===== src/rtl/gpu_cmd_scheduler.sv =====
// ============================================================================
// Module  : gpu_cmd_scheduler
// Purpose : FIFO-buffered fill/blit command sequencer feeding the GPU
//           operations engine. Optional macro GPU_CMD_STATS_EN adds counters.
// Revision: 1.0 - initial release
// ============================================================================
`default_nettype none
`timescale 1ns/1ps

module gpu_cmd_scheduler #(
    parameter int DEPTH = 4,
    parameter int LVL_W = 3
) (
    input  logic             clk,
    input  logic             rst_n,
    input  logic             cmd_valid,
    output logic             cmd_ready,
    input  logic             cmd_op,
    input  logic [8:0]       cmd_x1,
    input  logic [8:0]       cmd_x2,
    input  logic [7:0]       cmd_y1,
    input  logic [7:0]       cmd_y2,
    input  logic             cmd_fill_value,
    input  logic [8:0]       cmd_blit_w,
    input  logic [7:0]       cmd_blit_h,
    output logic [8:0]       eng_x1,
    output logic [8:0]       eng_x2,
    output logic [7:0]       eng_y1,
    output logic [7:0]       eng_y2,
    output logic             eng_fill_value,
    output logic [8:0]       eng_blit_w,
    output logic [7:0]       eng_blit_h,
    output logic             eng_start_fill,
    output logic             eng_start_blit,
    input  logic             eng_busy,
    input  logic             eng_error,
    output logic             idle,
    output logic             done_pulse,
    output logic             err_pulse,
    output logic             err_sticky,
    input  logic             err_clear,
`ifdef GPU_CMD_STATS_EN
    output logic [15:0]      stat_done_cnt,
    output logic [15:0]      stat_err_cnt,
`endif
    output logic [LVL_W-1:0] queue_level
);

    localparam int PTR_W = $clog2(DEPTH);
    localparam int CMD_W = 53;

    localparam logic [1:0] ST_IDLE      = 2'd0;
    localparam logic [1:0] ST_ISSUE     = 2'd1;
    localparam logic [1:0] ST_CHECK     = 2'd2;
    localparam logic [1:0] ST_WAIT_DONE = 2'd3;

    logic [CMD_W-1:0] mem [DEPTH];
    logic [PTR_W-1:0] wr_ptr;
    logic [PTR_W-1:0] rd_ptr;
    logic [LVL_W-1:0] level;
    logic [1:0]       state;
    logic             cur_blit;
    logic [CMD_W-1:0] head;
    logic             push;
    logic             pop;
    logic             set_err;

    assign head        = mem[rd_ptr];
    assign cmd_ready   = (level != LVL_W'(DEPTH));
    assign push        = cmd_valid & cmd_ready;
    assign pop         = (state == ST_IDLE) & (level != '0) & ~eng_busy;
    assign set_err     = (state == ST_CHECK) & ~eng_busy & eng_error;
    assign idle        = (level == '0) & (state == ST_IDLE);
    assign queue_level = level;

    // Storage is deliberately not reset; validity is tracked by level alone.
    always_ff @(posedge clk) begin
        if (push) begin
            mem[wr_ptr] <= {cmd_op, cmd_x1, cmd_x2, cmd_y1, cmd_y2,
                            cmd_fill_value, cmd_blit_w, cmd_blit_h};
        end
    end

    always_ff @(posedge clk or negedge rst_n) begin
        if (!rst_n) begin
            wr_ptr <= '0;
            rd_ptr <= '0;
            level  <= '0;
        end else begin
            if (push) wr_ptr <= wr_ptr + PTR_W'(1);
            if (pop)  rd_ptr <= rd_ptr + PTR_W'(1);
            case ({push, pop})
                2'b10:   level <= level + LVL_W'(1);
                2'b01:   level <= level - LVL_W'(1);
                default: level <= level;
            endcase
        end
    end

    always_ff @(posedge clk or negedge rst_n) begin
        if (!rst_n) begin
            state          <= ST_IDLE;
            cur_blit       <= 1'b0;
            eng_x1         <= '0;
            eng_x2         <= '0;
            eng_y1         <= '0;
            eng_y2         <= '0;
            eng_fill_value <= 1'b0;
            eng_blit_w     <= '0;
            eng_blit_h     <= '0;
            eng_start_fill <= 1'b0;
            eng_start_blit <= 1'b0;
            done_pulse     <= 1'b0;
            err_pulse      <= 1'b0;
        end else begin
            eng_start_fill <= 1'b0;
            eng_start_blit <= 1'b0;
            done_pulse     <= 1'b0;
            err_pulse      <= 1'b0;
            case (state)
                ST_IDLE: begin
                    if (pop) begin
                        {cur_blit, eng_x1, eng_x2, eng_y1, eng_y2,
                         eng_fill_value, eng_blit_w, eng_blit_h} <= head;
                        eng_start_fill <= ~head[CMD_W-1];
                        eng_start_blit <= head[CMD_W-1];
                        state          <= ST_ISSUE;
                    end
                end
                ST_ISSUE: state <= ST_CHECK;
                ST_CHECK: begin
                    if (eng_busy) begin
                        state <= ST_WAIT_DONE;
                    end else if (eng_error) begin
                        err_pulse <= 1'b1;
                        state     <= ST_IDLE;
                    end else begin
                        // Engine ignored the start: retry the same command.
                        eng_start_fill <= ~cur_blit;
                        eng_start_blit <= cur_blit;
                        state          <= ST_ISSUE;
                    end
                end
                ST_WAIT_DONE: begin
                    if (!eng_busy) begin
                        done_pulse <= 1'b1;
                        state      <= ST_IDLE;
                    end
                end
                default: state <= ST_IDLE;
            endcase
        end
    end

    // A new error takes priority over a simultaneous clear.
    always_ff @(posedge clk or negedge rst_n) begin
        if (!rst_n)         err_sticky <= 1'b0;
        else if (set_err)   err_sticky <= 1'b1;
        else if (err_clear) err_sticky <= 1'b0;
    end

`ifdef GPU_CMD_STATS_EN
    always_ff @(posedge clk or negedge rst_n) begin
        if (!rst_n) begin
            stat_done_cnt <= '0;
            stat_err_cnt  <= '0;
        end else begin
            if (done_pulse && stat_done_cnt != 16'hFFFF) stat_done_cnt <= stat_done_cnt + 16'd1;
            if (err_pulse && stat_err_cnt != 16'hFFFF)   stat_err_cnt  <= stat_err_cnt + 16'd1;
        end
    end
`endif

endmodule

`default_nettype wire

===== config.mk =====
export PLATFORM = sky130hd
export DESIGN_NAME = gpu_cmd_scheduler
export DESIGN_NICKNAME = d
export VERILOG_FILES = /design/src/rtl/gpu_cmd_scheduler.sv
export SDC_FILE = /design/constraint.sdc
export NUM_CORES = 1
export LEC_CHECK = 0
export BUFFER_PORTS_ARGS = -buffer_cell sky130_fd_sc_hd__buf_4
export CAP_MARGIN = 5
export CORE_AREA = 2 2 136 138
export CTS_CLUSTER_SIZE = 8
export DETAILED_ROUTE_END_ITERATION = 8
export DIE_AREA = 0 0 138 140
export GPL_TIMING_DRIVEN = 0
export PLACE_DENSITY = 0.82
export SYNTH_ARGS = -nofsm -noshare
export SYNTH_HDL_FRONTEND = slang
export SYNTH_SLANG_ARGS = --single-unit

===== constraint.sdc =====
create_clock -name clk -period 3.9 [get_ports clk]
set_clock_uncertainty 0.2 [all_clocks]
set_input_delay 1.17 -clock clk [delete_from_list [all_inputs] [get_ports clk]]
set_output_delay 1.17 -clock clk [all_outputs]
set_load 0.01 [all_outputs]

# Word level (Yosys, flattened, before mapping)
# Memories as Yosys holds them, arrays and structs flattened.
# Index checks and enable logic that the tools add are counted.
# word_totals
word_cells	69
input_bits	59
memories	1
ramBits	212
register_bits	67
# mem_list
memory	words	width	rd	rd_clocked_by_memory_dff	write_ports	line	source
mem	4	53	1	0	1	57	logic [CMD_W-1:0] mem [DEPTH];
# classes
muxes	23
reduce_logical	7
addsub	4
n_bitwise	9
n_eq_ne	8
# ops
op	n
$mux W1	16
$pmux W2 S4	1
$and A1 B1 Y1	6
$eq A2 B2 Y1 const B	3
$mux W2	3
$pmux W3 S2	1
$add A2 B1 Y2 const B	2
$eq A2 B1 Y1 const B	2
$ne A2 B2 Y1 const B	2
$pmux W1 S2	2
$reduce_and A2 Y1	2
$reduce_bool A2 Y1	2
$add A3 B1 Y3 const B	1
$logic_not A3 Y1	1
$ne A3 B3 Y1 const B	1
$not A1 Y1	3
$reduce_bool A3 Y1	1
$sub A3 B1 Y3 const B	1
$logic_not A2 Y1	1

# Depth between registers and ports, before layout
# depth
ltp_word	5
mapped_depth	10
depth_no_buf	9

# Least setup slack after synthesis
# Ideal clock, no wire load.
# synth_path
path_kind	input-to-reg
startpoint	input cmd_valid
endpoint	memory mem[0][0], enable pin
required_ns	3.284
t_arrival_ns	2.468
path_buffers	0
setup_slack_ns	0.816
stages	1
setup_time_ns	0.416
path_cell_list	and3_1
# synth_via
elab_chain_len	3
# synth_rtl
element	line	source
start: declaration	16	input logic cmd_valid,
$and A1 B1 Y1	70	assign push = cmd_valid & cmd_ready;
$mux W1	78	if (push) begin
$mux W1 (not written as such)	79	mem[wr_ptr] <= {cmd_op, cmd_x1, cmd_x2, cmd_y1, cmd_y2,
end: declaration	57	
# Every way passes these cells.

# Worst setup path after layout
# layout_path
startpoint	register level[0], in the netlist queue_level[0]
endpoint	output idle
# layout_via
elab_chain_len	2
# layout_rtl
element	line	source
start: declaration	60	logic [LVL_W-1:0] level;
start signal: assignment	93	2'b10: level <= level + LVL_W'(1);
start signal: assignment	94	2'b01: level <= level - LVL_W'(1);
start signal: assignment	95	default: level <= level;
$logic_not A3 Y1	73	assign idle = (level == '0) & (state == ST_IDLE);
$and A1 B1 Y1	73	
end: declaration	37	output logic idle,
# Every way passes these cells.

==> impl_metrics.tcl <==
set metrics [dict create \
    timing.final.crit_share_pct 78.9 \
    antenna_cells 0 \
    finalPower_w 0.0106 \
    grt_pass1_vias 5460 \
    syn-num-nets 512 \
    area_delta_synth_final_pct 22.9 \
    cts_hold_buf 0 \
    worstHoldPathType "flop to flop" \
    synth_seq_cells 279 \
    core-area_um2 17800 \
    drt_iter0_drc 210 \
    grt-ovfl-total 0 \
    synth_top_family_by_area "multiplexers" \
    period_minus_slack_ps 3080 \
    cp.arrival_ps 1710 \
    synth-compound-area-share_pct 0.333 \
    path_max_fanout 5 \
    end_kind "output pin" \
    placementRows 49 \
    rsz0062_at_grt "no" \
    die_y_um 140 \
    drc 0 \
    drt_first_pass_iters 4 \
    die_w_um 138 \
    powerDensity_nw_per_um2 820 \
    wl_per_cell_um 22.1 \
    critPathLaunchType "flop" \
    tritoncts "done" \
    syn_inst 447 \
    drt.antenna.violating_nets 0 \
    layout-drive-gt1-share_pct 42.1 \
    dp_hpwl_um 11400 \
    yosys_warnings 0 \
    cts_num_sinks 279 \
    place_congestion 0.706 \
    power_leakage_nw 4.89 \
    slew_violations 0 \
    required_ps 2530 \
    ys.flop_type "edfxtp_1" \
    layout_common_cells "edfxtp_1 (212), buf_4 (120), dfrtp_1 (67)" \
    post_cts.repair.setup_buffers 0 \
    hold_viol_final 0 \
    synth.distinct_cells 35 \
    multiInputGateArea_um2 2330 \
    irDropWorstVdd_uv 484 \
    synth_seq_area_share_pct 76.5 \
    clk_pin_slew_worst_paths_ps 50 \
    fill_cells 1049 \
    cap_violations 0 \
    synth.avg_cell_area_um2 23.5 \
    grt_max_degree 68 \
    cts_resized 0 \
    post_synth_fa_ha_maj_area_fraction_pct 0.785 \
    dieArea_um2 19300 \
    seq_area_um2 8040 \
    vias 4927 \
    netlist_area_um2 10500 \
    cts_buffers 40 \
    layout_commonest_cell "edfxtp_1" \
    clk_latency_ps 510 \
    outcome "finished clean" \
    antenna_found_initial 0 \
    slew_headroom_pct 39.1 \
    fmax_ghz 0.325 \
    synth_edf_count 212 \
    htreeDepth 2 \
    io-pin-count 121 \
    avgViaCountPerCell 5.66 \
    clockRootBuffer "clkbuf_16" \
    grt_pass1_wl_um 29900 \
    worstSetupPathType "flop to output pin" \
    io_buffers 120 \
    cts_buffer_depth 3 \
    rrSetupSlack_ps 1240 \
    drt-total-wl_um 19200 \
    synth_xor_area_share_pct 0.500 \
    track_usage_pct 20.2 \
    synth_mux_area_share_pct 19.4 \
    setup_viol 0 \
    utilization_pct 72.7 \
    fin_nets 675 \
    yosys.area_share.simple_pct 1.05 \
    start_util_pct 59.1 \
    worst_slew_pin_slew_ps 914 \
    synthArstFlopShare_pct 24.0 \
]
where the power goes:
part,internal [W],total [W],switching (W)
logic,0.00166,0.00301,0.00135
registers,0.00407,0.00442,0.000349
clock network,0.00200,0.00317,0.00117
total,0.00773,0.0106,0.00287
final timing paths:
kind / from / to / cells after the start
min: eng_y1[6]$_DFFE_PN0P_ / eng_y1[6]$_DFFE_PN0P_ / 1
max reg2reg: state[1]$_DFFE_PN0P_ / queue_level[2]$_DFFE_PN0P_ / 10
max in group asynchronous: rst_n / eng_x1[6]$_DFFE_PN0P_ / 1
min reg2reg: eng_y1[6]$_DFFE_PN0P_ / eng_y1[6]$_DFFE_PN0P_ / 1
max: queue_level[0]$_DFFE_PN0P_ / idle / 3
min in group asynchronous: rst_n / eng_blit_h[6]$_DFFE_PN0P_ / 1
logic make-up (layout without fill, tap and decap cells):
| family | Yosys count | in the layout |
|---|---|---|
| muxes | 109 | 109 |
| and+or+nand+nor | 16 | 16 |
| AOI/OAI and AO/OA | 5 | 5 |
| adders and majority gates | 6 | 6 |
| xor gates and xnor gates | 6 | 6 |
| DFF | 279 | 279 |
| buffers and inverters | 26 | 220 |
flip-flops by register name, indices dropped and copies added (netlist names), 3 cells and up:
name	flops
eng_x1	9
eng_y2	8
queue_level	3
eng_y1	8
mem	212
eng_blit_w	9
eng_blit_h	8
eng_x2	9
cell usage after synthesis, types with 2 or more instances:
cell type,count,area (µm²)
and3_1,4,25.0
buf_2,6,30.0
buf_6,6,67.6
clkbuf_1,5,18.8
dfrtp_1,67,1680
edfxtp_1,212,6370
ha_1,5,62.6
inv_1,7,26.3
mux2_1,5,56.3
mux2_2,10,113
mux2_4,40,601
mux4_1,17,447
mux4_2,36,811
nor3_1,2,10.0
xnor2_1,4,35.0
xor2_1,2,17.5
stage by stage:
stage / hold WS [ps] / instances / instance area, µm² / worst slack, ps / TNS [ps]
final: 308 / 870 / 12900 / 823 / 0
after global routing: 322 / 870 / 12900 / 775 / 0
after CTS: 305 / 870 / 12900 / 811 / 0
after detailed placement: 278 / 797 / 11700 / 465 / 0
after global placement: 266 / 796 / 11700 / -286 / -49490
after floorplan: 279 / 447 / 10500 / 816 / 0
metal layers:
layer | track usage (%) | part of all wire [%] | up-vias
met4 | 7.47 | 2.4 | 0
met1 | 26.0 | 40 | 2588
met5 | 0 | 0 | -
li1 | - | - | 2156
met2 | 34.6 | 53 | 152
met3 | 4.21 | 5.1 | 31
critical path, stage by stage, from the launching register on:
cell and delay (ps):
dfrtp_1 430, or3_4 430, nor3_1 190, buf_4 160
area by class of cell:
class,instances,area share [%]
multi-input combinational,142,18.1
clock buffer,72,9.01
sequential,279,62.3
buffer,18,0.959
tap,229,2.22
clock inverter,1,0.126
inverter,8,0.232
timing repair buffer,121,7.13
No activity file was read; power rests on OpenSTA's default activity.
